[config.mk]
export PLATFORM = sky130hd
export DESIGN_NAME = trng_sample_controller
export DESIGN_NICKNAME = d
export VERILOG_FILES = /design/src/rtl/trng_sample_controller.sv
export SDC_FILE = /design/constraint.sdc
export NUM_CORES = 1
export LEC_CHECK = 0
export BUFFER_PORTS_ARGS = -buffer_cell sky130_fd_sc_hd__buf_2
export CAP_MARGIN = 5
export CORE_MARGIN = 1
export CORE_UTILIZATION = 30
export CTS_CLUSTER_SIZE = 10
export DETAILED_ROUTE_END_ITERATION = 8
export PLACE_DENSITY = 0.6
export SYNTH_ARGS = -nofsm -noshare
export SYNTH_HDL_FRONTEND = slang
export SYNTH_SLANG_ARGS = --single-unit
[constraint.sdc]
create_clock -name clk -period 2.76 [get_ports clk]
set_input_delay 0.276 -clock clk [delete_from_list [all_inputs] [get_ports clk]]
set_output_delay 0.276 -clock clk [all_outputs]
set_load 0.005 [all_outputs]
[src/rtl/trng_sample_controller.sv]
// -----------------------------------------------------------------------------
// trng_sample_controller
//
// Sequences the TRNG entropy path:
//   - powers the ring-oscillator source and discards its output for a warm-up
//     window,
//   - packs debiased bits MSB-first into WORD_W-bit words and offers each word
//     on a valid/ready interface,
//   - runs a repetition-count health test and a starvation timeout on the
//     debiased stream. Either failure is sticky, shuts the source down, and
//     is cleared only by clear_fail.
//
// Ports:
//   clk          system clock, rising edge
//   rst_n        asynchronous active-low reset
//   start        begin generation (honoured only in IDLE, ignored if stop is high)
//   stop         end generation (deferred until handshake while a word is held)
//   clear_fail   clear the sticky fault (honoured only in FAIL)
//   src_en       enable to the entropy source
//   deb_bit      debiased bit
//   deb_valid    qualifies deb_bit for one cycle
//   word_out     assembled random word
//   word_valid   word_out is valid
//   rd_ready     consumer accepts the word
//   busy         high in WARMUP, COLLECT and HOLD
//   health_fail  sticky fault flag
//   word_cnt     count of delivered words, wraps at 65535 -> 0
// -----------------------------------------------------------------------------
module trng_sample_controller #(
   parameter int WORD_W         = 32,
   parameter int WARMUP_CYCLES  = 256,
   parameter int REP_LIMIT      = 32,
   parameter int TIMEOUT_CYCLES = 65535
) (
   input  logic              clk,
   input  logic              rst_n,
   input  logic              start,
   input  logic              stop,
   input  logic              clear_fail,
   output logic              src_en,
   input  logic              deb_bit,
   input  logic              deb_valid,
   output logic [WORD_W-1:0] word_out,
   output logic              word_valid,
   input  logic              rd_ready,
   output logic              busy,
   output logic              health_fail,
   output logic [15:0]       word_cnt
);

   localparam int BIT_W  = $clog2(WORD_W + 1);
   localparam int WARM_W = $clog2(WARMUP_CYCLES + 1);
   localparam int REP_W  = $clog2(REP_LIMIT + 1);
   localparam int TO_W   = $clog2(TIMEOUT_CYCLES + 1);

   localparam logic [BIT_W-1:0]  BIT_LAST  = BIT_W'(WORD_W - 1);
   localparam logic [WARM_W-1:0] WARM_LAST = WARM_W'(WARMUP_CYCLES - 1);
   localparam logic [REP_W-1:0]  REP_MAX   = REP_W'(REP_LIMIT);
   localparam logic [TO_W-1:0]   TO_MAX    = TO_W'(TIMEOUT_CYCLES);

   typedef enum logic [2:0] {
      ST_IDLE    = 3'd0,
      ST_WARMUP  = 3'd1,
      ST_COLLECT = 3'd2,
      ST_HOLD    = 3'd3,
      ST_FAIL    = 3'd4
   } state_t;

   state_t              state_r;
   logic [WARM_W-1:0]   warm_cnt_r;
   logic [BIT_W-1:0]    bit_cnt_r;
   logic [REP_W-1:0]    rep_cnt_r;
   logic [TO_W-1:0]     to_cnt_r;
   // Only WORD_W-1 bits are stored: the final bit of a word comes straight
   // from deb_bit when the word is completed.
   logic [WORD_W-2:0]   shreg_r;
   logic                prev_bit_r;
   logic                stop_pend_r;

   logic [REP_W-1:0]    rep_next_s;
   logic [TO_W-1:0]     to_next_s;
   logic                rep_hit_s;
   logic                to_hit_s;
   logic                word_done_s;
   logic [WORD_W-1:0]   shift_s;

   // Next-value and limit detection for the health test, timeout and packer.
   always_comb begin
      rep_next_s  = REP_W'(1);
      // rep_cnt_r == 0 means no bit accepted yet in this run: the first bit
      // always starts a new run of length 1.
      if ((rep_cnt_r != {REP_W{1'b0}}) && (deb_bit == prev_bit_r)) begin
         rep_next_s = rep_cnt_r + REP_W'(1);
      end else begin
         rep_next_s = REP_W'(1);
      end
      to_next_s   = to_cnt_r + TO_W'(1);
      rep_hit_s   = (rep_next_s == REP_MAX);
      to_hit_s    = (to_next_s == TO_MAX);
      word_done_s = (bit_cnt_r == BIT_LAST);
      shift_s     = {shreg_r, deb_bit};
   end

   // Main controller FSM with all outputs registered alongside the state.
   always_ff @(posedge clk or negedge rst_n) begin
      if (!rst_n) begin
         state_r     <= ST_IDLE;
         src_en      <= 1'b0;
         word_out    <= {WORD_W{1'b0}};
         word_valid  <= 1'b0;
         busy        <= 1'b0;
         health_fail <= 1'b0;
         word_cnt    <= 16'd0;
         warm_cnt_r  <= {WARM_W{1'b0}};
         bit_cnt_r   <= {BIT_W{1'b0}};
         rep_cnt_r   <= {REP_W{1'b0}};
         to_cnt_r    <= {TO_W{1'b0}};
         shreg_r     <= {(WORD_W-1){1'b0}};
         prev_bit_r  <= 1'b0;
         stop_pend_r <= 1'b0;
      end else begin
         case (state_r)
            ST_IDLE: begin
               if (start && !stop) begin
                  state_r     <= ST_WARMUP;
                  src_en      <= 1'b1;
                  busy        <= 1'b1;
                  warm_cnt_r  <= {WARM_W{1'b0}};
                  bit_cnt_r   <= {BIT_W{1'b0}};
                  rep_cnt_r   <= {REP_W{1'b0}};
                  to_cnt_r    <= {TO_W{1'b0}};
                  shreg_r     <= {(WORD_W-1){1'b0}};
                  prev_bit_r  <= 1'b0;
                  stop_pend_r <= 1'b0;
               end
            end

            ST_WARMUP: begin
               if (stop) begin
                  state_r <= ST_IDLE;
                  src_en  <= 1'b0;
                  busy    <= 1'b0;
               end else if (warm_cnt_r == WARM_LAST) begin
                  state_r <= ST_COLLECT;
               end else begin
                  warm_cnt_r <= warm_cnt_r + WARM_W'(1);
               end
            end

            ST_COLLECT: begin
               // Failure outranks stop, which outranks normal packing.
               if ((deb_valid && rep_hit_s) || (!deb_valid && to_hit_s)) begin
                  state_r     <= ST_FAIL;
                  src_en      <= 1'b0;
                  busy        <= 1'b0;
                  word_valid  <= 1'b0;
                  health_fail <= 1'b1;
               end else if (stop) begin
                  state_r <= ST_IDLE;
                  src_en  <= 1'b0;
                  busy    <= 1'b0;
               end else if (deb_valid) begin
                  shreg_r    <= shift_s[WORD_W-2:0];
                  rep_cnt_r  <= rep_next_s;
                  prev_bit_r <= deb_bit;
                  to_cnt_r   <= {TO_W{1'b0}};
                  if (word_done_s) begin
                     word_out   <= shift_s;
                     word_valid <= 1'b1;
                     bit_cnt_r  <= {BIT_W{1'b0}};
                     state_r    <= ST_HOLD;
                  end else begin
                     bit_cnt_r <= bit_cnt_r + BIT_W'(1);
                  end
               end else begin
                  to_cnt_r <= to_next_s;
               end
            end

            ST_HOLD: begin
               // word_valid is always high here, so rd_ready alone completes
               // the handshake. A stop in the handshake cycle is honoured too.
               if (rd_ready) begin
                  word_valid  <= 1'b0;
                  word_cnt    <= word_cnt + 16'd1;
                  stop_pend_r <= 1'b0;
                  if (stop_pend_r || stop) begin
                     state_r <= ST_IDLE;
                     src_en  <= 1'b0;
                     busy    <= 1'b0;
                  end else begin
                     state_r <= ST_COLLECT;
                  end
               end else if (stop) begin
                  stop_pend_r <= 1'b1;
               end
            end

            ST_FAIL: begin
               if (clear_fail) begin
                  state_r     <= ST_IDLE;
                  health_fail <= 1'b0;
               end
            end

            default: begin
               state_r    <= ST_IDLE;
               src_en     <= 1'b0;
               busy       <= 1'b0;
               word_valid <= 1'b0;
            end
         endcase
      end
   end

endmodule

Word level (Yosys, flattened, before mapping)
Cells that the tools add are included.
{ "totals": {"reg_bits": 125, "out_inout_bits": 52, "romBits": 0, "inputBits": 8, "ramBits": 0, "latchBits": 0, "memories": 0} }
{ "op_classes": {"n_div": 0, "muxes": 62, "multipliers": 0, "eq_ne": 26, "magnitude_cmp": 0, "n_shift": 0, "bitwise": 4, "n_reduce_logical": 25, "n_addsub": 5} }
{ "ops": {"columns": ["cell", "n"], "rows": [
  ["two-way mux 31 bit", 4],
  ["two-way mux 16 bit", 4],
  ["case mux 31 bit (2 select lines)", 1],
  ["two-way mux 6 bit", 9],
  ["adder 16 x 1 -> 16 bit (second input constant)", 2],
  ["case mux 16 bit (2 select lines)", 1],
  ["two-way mux 3 bit", 9],
  ["two-way mux 9 bit", 3],
  ["case mux 6 bit (2 select lines)", 2],
  ["two-way mux 1 bit", 20],
  ["!= test 2 bit (second input constant)", 10],
  ["case mux 9 bit (2 select lines)", 1],
  ["equality test 16 bit (second input constant)", 1],
  ["!= test 3 bit (second input constant)", 5],
  ["case mux 3 bit (5 select lines)", 1],
  ["AND reduction 5 bit", 3],
  ["adder 6 x 1 -> 6 bit (second input constant)", 2],
  ["AND reduction 4 bit", 3],
  ["case mux 1 bit (5 select lines)", 2],
  ["adder 9 x 1 -> 9 bit (second input constant)", 1],
  ["equality test 9 x 8 -> 1 bit (second input constant)", 1],
  ["!= test 4 bit (second input constant)", 2],
  ["nonzero test 2 bit", 4],
  ["equality test 3 x 2 -> 1 bit (second input constant)", 2],
  ["18 further kinds", 29]
]} }

Longest topological paths before layout
Gate-level depths: netlist of run 1.
{ "logic_depth": {"ltp_word": 8, "mapped_depth": 10, "depth_no_buf": 9} }

Worst setup path before layout of run 1
OpenSTA, ideal clock, no wires.
{ "synth_path": {"path_kind": "register -> register", "startpoint": "register rep_cnt_r[0]", "endpoint": "register word_out[10]", "path_slack_ps": 77, "stages_incl_launch_ff": 11, "arrival_ps": 2558, "path_buffers": 2, "cell_sequence": "dfrtp_1 > inv_1 > ha_1 > or4b_4 > o211ai_2 > or2_4 > o21ai_4 > or4_4 > buf_6 > buf_6 > mux2_4"} }
{ "synth_via": {"elab_chain_cells": 8, "elab_cells_between_ends": 9} }
{ "synth_rtl": {"columns": ["item", "line_no", "rtl"], "rows": [
  ["start, declared", "72", "logic [REP_W-1:0] rep_cnt_r;"],
  ["start signal, assigned", "116", "rep_cnt_r <= {REP_W{1'b0}};"],
  ["start signal, assigned", "130", "rep_cnt_r <= {REP_W{1'b0}};"],
  ["start signal, assigned", "164", "rep_cnt_r <= rep_next_s;"],
  ["branches (longest 2 deep; another with adder 6 x 1 -> 6 bit)", null, null],
  ["two-way mux 6 bit *", "92", "if ((rep_cnt_r != {REP_W{1'b0}}) && (deb_bit == prev_bit_r)) begin"],
  ["equality test 6 bit *", "98", "rep_hit_s = (rep_next_s == REP_MAX);"],
  ["logical AND 1 bit *", "152", "if ((deb_valid && rep_hit_s) || (!deb_valid && to_hit_s)) begin"],
  ["logical OR 1 bit *", "152", null],
  ["NOT 1 bit (no line) *", null, null],
  ["AND reduction 5 bit (no line) *", null, null],
  ["end signal, assigned", "109", "word_out <= {WORD_W{1'b0}};"],
  ["end signal, assigned", "168", "word_out <= shift_s;"],
  ["end, declared", "43", "output logic [WORD_W-1:0] word_out,"]
]} }
Every way passes the cells marked *.
A chain may end at the register's enable or synchronous reset.

Worst setup path after layout of run 1
{ "layout_path": {"startpoint": "register rep_cnt_r[0]", "endpoint": "register word_out[0]"} }
Same word-level chain as after synthesis.

==> impl_metrics.ini, run 1 <==
[run_status]
status = finished, final reports clean

[worst_setup_path]
end_kind = flop
cp_max_fo = 16
path_class = reg -> reg
worst_ep_required_time_ps = 3060
critPathLaunchType = flop
cp.arrival_ps = 2940

[drt]
ant_nets = 0
remaining_drc_errors = 0
drt_wl_total_um = 14730
wl_met3_um = 574
dr_wl_met2_um = 6892
drt-met1-wl_um = 7115
vias = 4807
vias_per_cell = 5.060
dr.first_iter.drc_count = 281
wire_per_inst_um = 15.51
dr.pass1.iters = 4
highest_layer = met4

[synthesis]
synth_top_family_by_area = simple AND/OR/NAND/NOR gates
synth_top_area_share_pct = 50.23
syn-num-nets = 607
synth_edf_count = 0
yosysTopAreaCell = dfrtp_1
synth_xor_area_share_pct = 3.686
avgSynthCellArea_um2 = 10.45
synth.area.mux_share_pct = 8.122
synthTopCellsByArea = dfrtp_1 50%, mux2_4 7.0%, nand4_1 2.8%
async_flop_share_pct = 100.0
yosysSeqAreaShare_pct = 50.23
synthesis.area_um2 = 6177
ys_ff_latch = 124
synth_fa_ha_area_share_pct = 1.620
synth_cell_types = 58
netlist_instances = 591
synth_compound_area_share_pct = 14.71
yosys_warnings = 0
synth_simple_gate_area_share_pct = 16.49
synth_ff_type = dfrtp_1

[clock_tree]
cts_max_path_buffers = 2
path_clk_slew_ps = 60
cts-root-buf = clkbuf_16
cts_buffers = 17
cts.sinks = 124
clk_latency_ps = 420
cts.htree.levels = 4
cts_tree = yes

[global_route]
antenna_found_initial = 0
grt_pass1_vias = 4771
grt_max_degree = 46
grt_util_all_layers_pct = 14.48
grt_pass1_wl_um = 24520
gr-total-overflow = 0

[placed_design]
dp.final_hpwl_um = 9534
gp_congestion = 0.8489
dp_slack_ps = 37.45
port_buffers = 59

[sta]
final.setup_skew_ps = 8.380
worst_slack_ps = 125.3
period_minus_slack_ps = 2635
maxSlewHeadroom_pct = 48.20
period_share_pct = 95.46
worstMarginPinSlew_ps = 774.1
final-setup-viol-count = 0
drv_slew = 0
max_freq_mhz = 379.6
finalHoldViolCount = 0

[die]
dieWidth_um = 145.5
core-area_um2 = 20230
io-pin-count = 60
start_util_pct = 30.53
fp.dieH_um = 145.5
num_rows = 52
dieArea_um2 = 21170

[cells_and_area]
n_fill_cell = 2020
drive_gt1_share_pct = 26.03
final_nets = 683
antenna_cells = 0
post-route-util_pct = 37.38
area_growth_pct = 22.44
final_common_cell = dfrtp_1
layout_common_cells = 124 x dfrtp_1, 58 x buf_2, 36 x buf_4

[power_and_ir_drop]
leakage_nw = 3.721
ir_worst_vdd_v = 0.0003938
p_per_area_nw_per_um2 = 706.0

[job]
drv_cap = 0

[hold_path]
holdCritPathClass = in -> reg
==> repair_timing <==
item / 4_1_cts / 5_1_grt
endpoints found under the setup margin: 0 / 42
gates resized for setup: 0 / 3
hold buffers: 1 / 0
hold endpoints to repair: 42 / 0
setup buffers: 0 / 3
==> registers in the layout (all words and copies together), names as in the netlist, 3 cells and up <==
| register | cells |
|---|---|
| word_out | 32 |
| shreg_r | 30 |
| to_cnt_r | 16 |
| word_cnt | 16 |
| warm_cnt_r | 9 |
| bit_cnt_r | 6 |
| rep_cnt_r | 6 |
| state_r | 3 |
==> final timing paths <==
kind / start / to / slack (ps) / cells after the start
worst max-delay path: rep_cnt_r[0] / word_out[0] / 130 / 9
max in group asynchronous: rst_n / shreg_r[4] / 1620 / 3
worst min register to register: word_cnt[15] / word_cnt[15] / 460 / 1
worst max register to register: rep_cnt_r[0] / word_out[0] / 130 / 9
worst min-delay path: deb_bit / word_out[0] / 140 / 2
min in group asynchronous: rst_n / warm_cnt_r[2] / 420 / 2
==> stage by stage <==
stage | power (mW) | cell area [um2] | std cells | hold WS, ps | setup TNS, ps
2_1_floorplan | 2.742 | 6177 | 591 | -19.59 | 0
3_3_place_gp | 3.123 | 6907 | 913 | 339.0 | 0
3_5_place_dp | 3.138 | 6907 | 913 | 345.3 | 0
4_1_cts | 5.396 | 7505 | 946 | 125.1 | 0
5_1_grt | 5.619 | 7564 | 950 | 125.4 | -0.5076
6_report | 5.340 | 7564 | 950 | 136.3 | 0
==> final cells by class <==
type	instances	area, um2	area share [%]
multi-input combinational	391	2760	36.49
clock inverter	14	148.9	1.969
sequential	124	3103	41.03
timing repair buffer	98	643.1	8.503
clock buffer	18	439.2	5.806
inverter	35	131.4	1.737
tap	270	337.8	4.467
==> Yosys cell counts (7+ instances only) <==
master    count
a211o_1       8
a211oi_1     10
a21o_1       17
a21oi_1      13
a31oi_1      22
and3_1       13
clkbuf_1     31
dfrtp_1     124
ha_1          8
inv_1        35
mux2_4       29
nand2_1      34
nand3_1      17
nand4_1      28
nor2_1       34
nor3_1        7
nor4_1       21
o21ai_0      32
xnor2_1      14
xor2_1       12
==> critical path, stage by stage, from the launching register on <==
cell	delay, ps
dfrtp_1	400
inv_1	90
ha_1	130
or4b_4	460
o211ai_2	180
or2_4	170
o21ai_4	50
or4_4	490
clkbuf_16	230
mux2_4	300
==> metal layers <==
layer	track usage, %	up-vias
met5	0	-
met4	5.263	0
met3	3.730	12
met2	22.69	92
met1	19.29	2383
li1	-	2320
==> power by group <==
group          leakage [nW]  total, mW  switching [mW]  internal [mW]
sequential             1.72       2.06           0.118           1.94
clock                 0.290       2.23           0.924           1.30
combinational          1.72       1.06           0.691          0.368
total                  3.72       5.34            1.73           3.61
==> cell families after synthesis <==
group	Yosys count
buffers and inverters	76
and+or+nand+nor	188
muxes	35
AOI/OAI and AO/OA	134
xor gates and xnor gates	26
DFF	124
adders and majority gates	8
Power figures use the tool's default switching activity.
==> inputs of run 2 (changes only) <==
--- a/config.mk
+++ b/config.mk
@@ -11,7 +11,9 @@
 export CORE_UTILIZATION = 30
 export CTS_CLUSTER_SIZE = 10
 export DETAILED_ROUTE_END_ITERATION = 8
+export GPL_TIMING_DRIVEN = 0
 export PLACE_DENSITY = 0.6
+export RECOVER_POWER = 50
 export SYNTH_ARGS = -nofsm -noshare
 export SYNTH_HDL_FRONTEND = slang
 export SYNTH_SLANG_ARGS = --single-unit
==> run 2 against run 1 <==
The flow now finishes with violations (setup timing). Critical endpoint is now word_out[18]. Largest cell class unchanged. Global-route usage grew 0.44 points. Sequential cell count is the same. Count of clock-buffer cells in the layout grew 2. Critical path depth is the same. Combinational power grew 5%. Core utilization grew 0.55 points. Clock skew is essentially flat. Via count grew 2.2%.
==> impl_metrics.ini, run 2 (synthesized netlist as in run 1, its figures left out) <==
[power_and_ir_drop]
p_per_area_nw_per_um2 = 705.7
power_mw = 5.416
leakage_nw = 3.665
ir_worst_vdd_v = 0.0002965

[sta]
maxSlewHeadroom_pct = 22.92
final-setup-viol-count = 29
rsz0062_at_grt = yes
max_freq_mhz = 357.0
period_minus_slack_ps = 2801
period_share_pct = 101.5
worstMarginPinSlew_ps = 1156
finalHoldViolCount = 0
worst_slack_ps = -41.39
final.setup_skew_ps = 8.298
fin_hold_ws_ps = 168.6
drv_slew = 0

[drt]
dr.pass1.iters = 7
wire_per_inst_um = 15.77
ant_nets = 0
vias_per_cell = 5.074
dr_wl_met2_um = 7384
vias = 4912
dr.first_iter.drc_count = 393
highest_layer = met4
remaining_drc_errors = 0
drt_wl_total_um = 15270
drt-met1-wl_um = 6977
wl_met3_um = 721

[worst_setup_path]
path_class = reg -> reg
cp_slowest_cell = or4_4
path_cells = inv_2, ha_4, or4b_4, o211ai_4, or2_4, o21ai_4, or4_4, clkbuf_16, mux2_4
critPathLaunchType = flop
worst_ep_required_time_ps = 3060
cp.arrival_ps = 3100
end_kind = flop
critical_path.max_stage_delay_ps = 650
cp_max_fo = 6

[global_route]
grt_pass1_vias = 4935
gr-total-overflow = 0
grt_util_all_layers_pct = 14.92
grt_pass1_wl_um = 25360
antenna_found_initial = 0
grt_max_degree = 84

[placed_design]
port_buffers = 58
dp.cells = 920
dp.final_hpwl_um = 10300
gp_congestion = 0.9036

[cells_and_area]
final_cells = 968
reg_top3 = word_out: 32 flops, shreg_r: 30 flops
final_nets = 701
final_common_cell = dfrtp_1
antenna_cells = 0
layout_common_cells = 123 x dfrtp_1, 49 x buf_2, 37 x clkbuf_1
drive_gt1_share_pct = 23.93
largest_reg_flops = 32
regMostFlops = word_out
area_growth_pct = 24.25

[hold_path]
holdCritPathClass = in -> reg

[clock_tree]
cts-root-buf = clkbuf_16
cts.sinks = 124
cts.htree.levels = 4
cts_max_path_buffers = 2
cts_tree = yes
cts_buffers = 17
path_clk_slew_ps = 60
clk_latency_ps = 420

[die]
core-area_um2 = 20230
fp.dieH_um = 145.5
dieArea_um2 = 21170
start_util_pct = 30.53
num_rows = 52
io-pin-count = 60
dieWidth_um = 145.5

[run_status]
status = finished, violations left
violations = setup timing

[job]
drv_cap = 0
-- run 2: metal layers --
layer / vias to the layer above / global-route usage (%)
met4: 0 / 4.579
met5: - / 0
met1: 2431 / 19.16
met3: 15 / 4.326
li1: 2353 / -
met2: 113 / 24.25
-- run 2: critical path, delay by kind of cell, from the launching register on --
kind / cells / cell delay, ps
simple gates: 3 / 1280
flops: 1 / 410
buf+inv: 2 / 310
mux: 1 / 290
compound gates: 2 / 270
fa+ha+maj: 1 / 120
-- run 2: repair_timing --
item,in CTS,in global routing
buffers inserted,6,9
hold buffers,1,0
cloned,1,1
gates resized for setup,10,29
pin swaps,3,6
hold endpoints to repair,41,0
setup endpoints to repair,53,98
-- run 2: path summary, 6_finish.rpt --
kind	start	endpoint	slack (ps)	cells after the start
worst max-delay path	rep_cnt_r[1]	word_out[18]	-40	9
worst min-delay path	deb_bit	word_out[0]	170	2
worst max register to register	rep_cnt_r[1]	word_out[18]	-40	9
worst min register to register	word_cnt[15]	word_cnt[15]	460	1
max in group asynchronous	rst_n	shreg_r[29]	1140	3
min in group asynchronous	rst_n	warm_cnt_r[2]	640	2
-- run 2: layout make-up --
class / instances / area [um2]
plain buffers: 39 / 201.4
clock buffers: 20 / 446.7
clock inverters: 12 / 146.4
fillers: 1995 / 12560
inverters: 35 / 131.4
multi-input cells: 391 / 2828
flip-flops and latches: 124 / 3104
well taps: 270 / 337.8
repair buffers: 77 / 479.2
-- run 2: stage by stage --
step	cell area, um2	setup WS (ps)	utilization (%)	TNS (ps)
6_report	7675	-41.39	37.93	-739.6
2_1_floorplan	6177	77.21	-	0
3_5_place_dp	6839	-570.9	33.80	-10090
3_3_place_gp	6805	-556.2	33.63	-48090
5_1_grt	7675	-98.74	37.93	-2739
4_1_cts	7532	-11.37	37.22	-111.1
-- run 2: report_power, final --
part           internal [mW]  switching (mW)  total, mW
logic                  0.367           0.745       1.11
registers               1.94           0.121       2.06
clock network           1.43           0.808       2.24
==> inputs of run 3 (changes only) <==
--- a/config.mk
+++ b/config.mk
@@ -9,11 +9,12 @@
 export CAP_MARGIN = 5
 export CORE_MARGIN = 1
 export CORE_UTILIZATION = 30
+export CTS_CLUSTER_DIAMETER = 40
 export CTS_CLUSTER_SIZE = 10
 export DETAILED_ROUTE_END_ITERATION = 8
 export GPL_TIMING_DRIVEN = 0
-export PLACE_DENSITY = 0.6
 export RECOVER_POWER = 50
+export SETUP_SLACK_MARGIN = 0.4
 export SYNTH_ARGS = -nofsm -noshare
 export SYNTH_HDL_FRONTEND = slang
 export SYNTH_SLANG_ARGS = --single-unit
==> run 3 against run 2 <==
The run ends with capacitance limit, slew limit left. Worst hold slack got worse by 11 ps. Sequential cell count did not move. Wire length rose by 11%. Critical path depth rose by 1. First-iteration DRC count fell by 20%. Combinational power rose by 42%. Final cell count rose by 3.4%. Critical path type unchanged. Largest cell class is now multi-input gates. Largest power group unchanged.
==> impl_metrics.ini, run 3 (synthesized netlist as in run 1, its figures left out) <==
[run_status]
status = finished, violations left
violations = capacitance limit, slew limit

[sta]
fin_setup_tns_ps = 0
max_freq_mhz = 364.3
final-setup-viol-count = 0
worstMarginPinSlew_ps = 1571
worst_slack_ps = 14.64
period_share_pct = 99.47
rsz0062_at_grt = yes
drv_slew = 59
finalHoldViolCount = 0
period_minus_slack_ps = 2745
maxSlewHeadroom_pct = -4.745
final.setup_skew_ps = 8.617

[drt]
ant_nets = 0
drt_wl_total_um = 16930
vias = 5158
wire_per_inst_um = 16.91
dr.first_iter.drc_count = 314
vias_per_cell = 5.153
dr.pass1.iters = 5
remaining_drc_errors = 0

[cells_and_area]
area_growth_pct = 41.58
multi_input_area_um2 = 3367
antenna_cells = 0
n_fill_cell = 1874
final_nets = 734
reg_top3 = word_out: 32 flops, shreg_r: 30 flops
regMostFlops = word_out
drive_gt1_share_pct = 37.76
largest_reg_flops = 32
final_cells = 1001
layout_common_cells = 121 x dfrtp_1, 57 x buf_2, 34 x nand2_1
final_area_um2 = 8746
final_common_cell = dfrtp_1
seq_area_um2 = 3107

[worst_setup_path]
cp_max_fo = 5
end_kind = flop
critPathLaunchType = flop
r2r_start = rep_cnt_r[0]
cp.arrival_ps = 3050
worst_ep_required_time_ps = 3070
path_class = reg -> reg
startpoint = rep_cnt_r[0]

[power_and_ir_drop]
clockPowerShare_pct = 39.9
ir_worst_vdd_v = 0.0005387
p_per_area_nw_per_um2 = 694.4
leakage_nw = 4.156
p_comb_share_pct = 26.0
intPower_mw = 4.108
p_seq_share_pct = 34.1
power.switching_mw = 1.965
netSwitchingFraction_pct = 32.35

[clock_tree]
cts-root-buf = clkbuf_16
cts_buffers = 17
cts.sinks = 124
clk_latency_ps = 430
cts_max_path_buffers = 2
cts_tree = yes
path_clk_slew_ps = 60
cts.htree.levels = 4

[global_route]
grt_pass1_wl_um = 26650
grt_util_all_layers_pct = 15.86
antenna_found_initial = 0
gr-total-overflow = 0
grt_pass1_vias = 5102
grt_max_degree = 67

[die]
io-pin-count = 60
core-area_um2 = 20230
dieWidth_um = 145.5
dieArea_um2 = 21170
num_rows = 52
start_util_pct = 30.53
fp.dieH_um = 145.5

[job]
drv_cap = 1

[hold_path]
holdCritPathClass = in -> reg
hold_start = deb_bit

[placed_design]
gp_congestion = 0.8661
port_buffers = 58
dp.final_hpwl_um = 10030
dp_slack_ps = -614.3
placed_area_um2 = 6872
dp.cells = 920
==> run 3: cell types whose count changed in the layout (fill, tap and decap cells not counted), moves of 6 or more <==
cell / change
buf_4: +10
a211oi_2: +6
a211oi_1: -7
nor4_1: -16
clkbuf_1: -26
o21ai_1: +17
o21ai_0: -23
buf_2: +8
nor4_4: +17
clkbuf_2: +9
buf_6: +19
==> run 3: worst paths after layout <==
check,endpoint,slack [ps],cells after the start
max,word_out[3],10,10
min,prev_bit_r,160,3
max reg2reg,word_out[3],10,10
min reg2reg,word_cnt[15],470,1
max in group asynchronous,to_cnt_r[0],930,2
min in group asynchronous,word_cnt[15],760,2
==> run 3: layout make-up <==
cell class / count / area share [%]
timing repair buffer: 107 / 9.456
buffer: 41 / 3.820
clock inverter: 13 / 2.160
multi-input combinational: 392 / 38.50
tap: 270 / 3.863
sequential: 124 / 35.52
clock buffer: 19 / 5.179
inverter: 35 / 1.502
==> run 3: power by group through the flow <==
stage	logic [mW]	clock network (mW)	registers [mW]
floorplan	0.682	0	2.07
global placement	1.02	0	2.09
detailed placement	1.03	0	2.09
CTS	1.31	2.46	2.07
global route	1.71	2.54	2.09
finish	1.58	2.42	2.07
==> run 3: worst max-delay path, cell delays in order (launching register included) <==
cell	delay, ps
dfrtp_2	410
inv_2	80
ha_4	120
or4b_4	470
o211ai_4	180
or2_4	170
o21ai_4	60
or4_4	500
buf_8	170
clkbuf_16	170
mux2_4	290
==> run 3: repair_timing <==
| action | CTS | global route |
|---|---|---|
| cloned | 3 | 4 |
| setup endpoints to repair | 107 | 106 |
| hold buffers | 1 | 0 |
| setup buffers | 23 | 18 |
| pin swaps | 12 | 37 |
| resized for setup | 100 | 101 |
| endpoints found under the hold margin | 58 | 0 |
==> run 3: routing by layer <==
layer	wire length [um]	vias to the layer above	track usage, %
met2	8310	130	25.55
li1	-	2426	-
met4	348	0	6.053
met1	7392	2573	20.18
met5	0	-	0
met3	876	29	4.483
==> run 3: through the flow <==
step / power, mW / hold WS (ps) / utilization, %
2_1_floorplan: 2.754 / -19.59 / -
3_3_place_gp: 3.114 / 453.7 / 33.79
3_5_place_dp: 3.126 / 300.9 / 33.96
4_1_cts: 5.838 / 150.5 / 40.42
5_1_grt: 6.341 / 166.9 / 43.22
6_report: 6.073 / 157.3 / 43.22
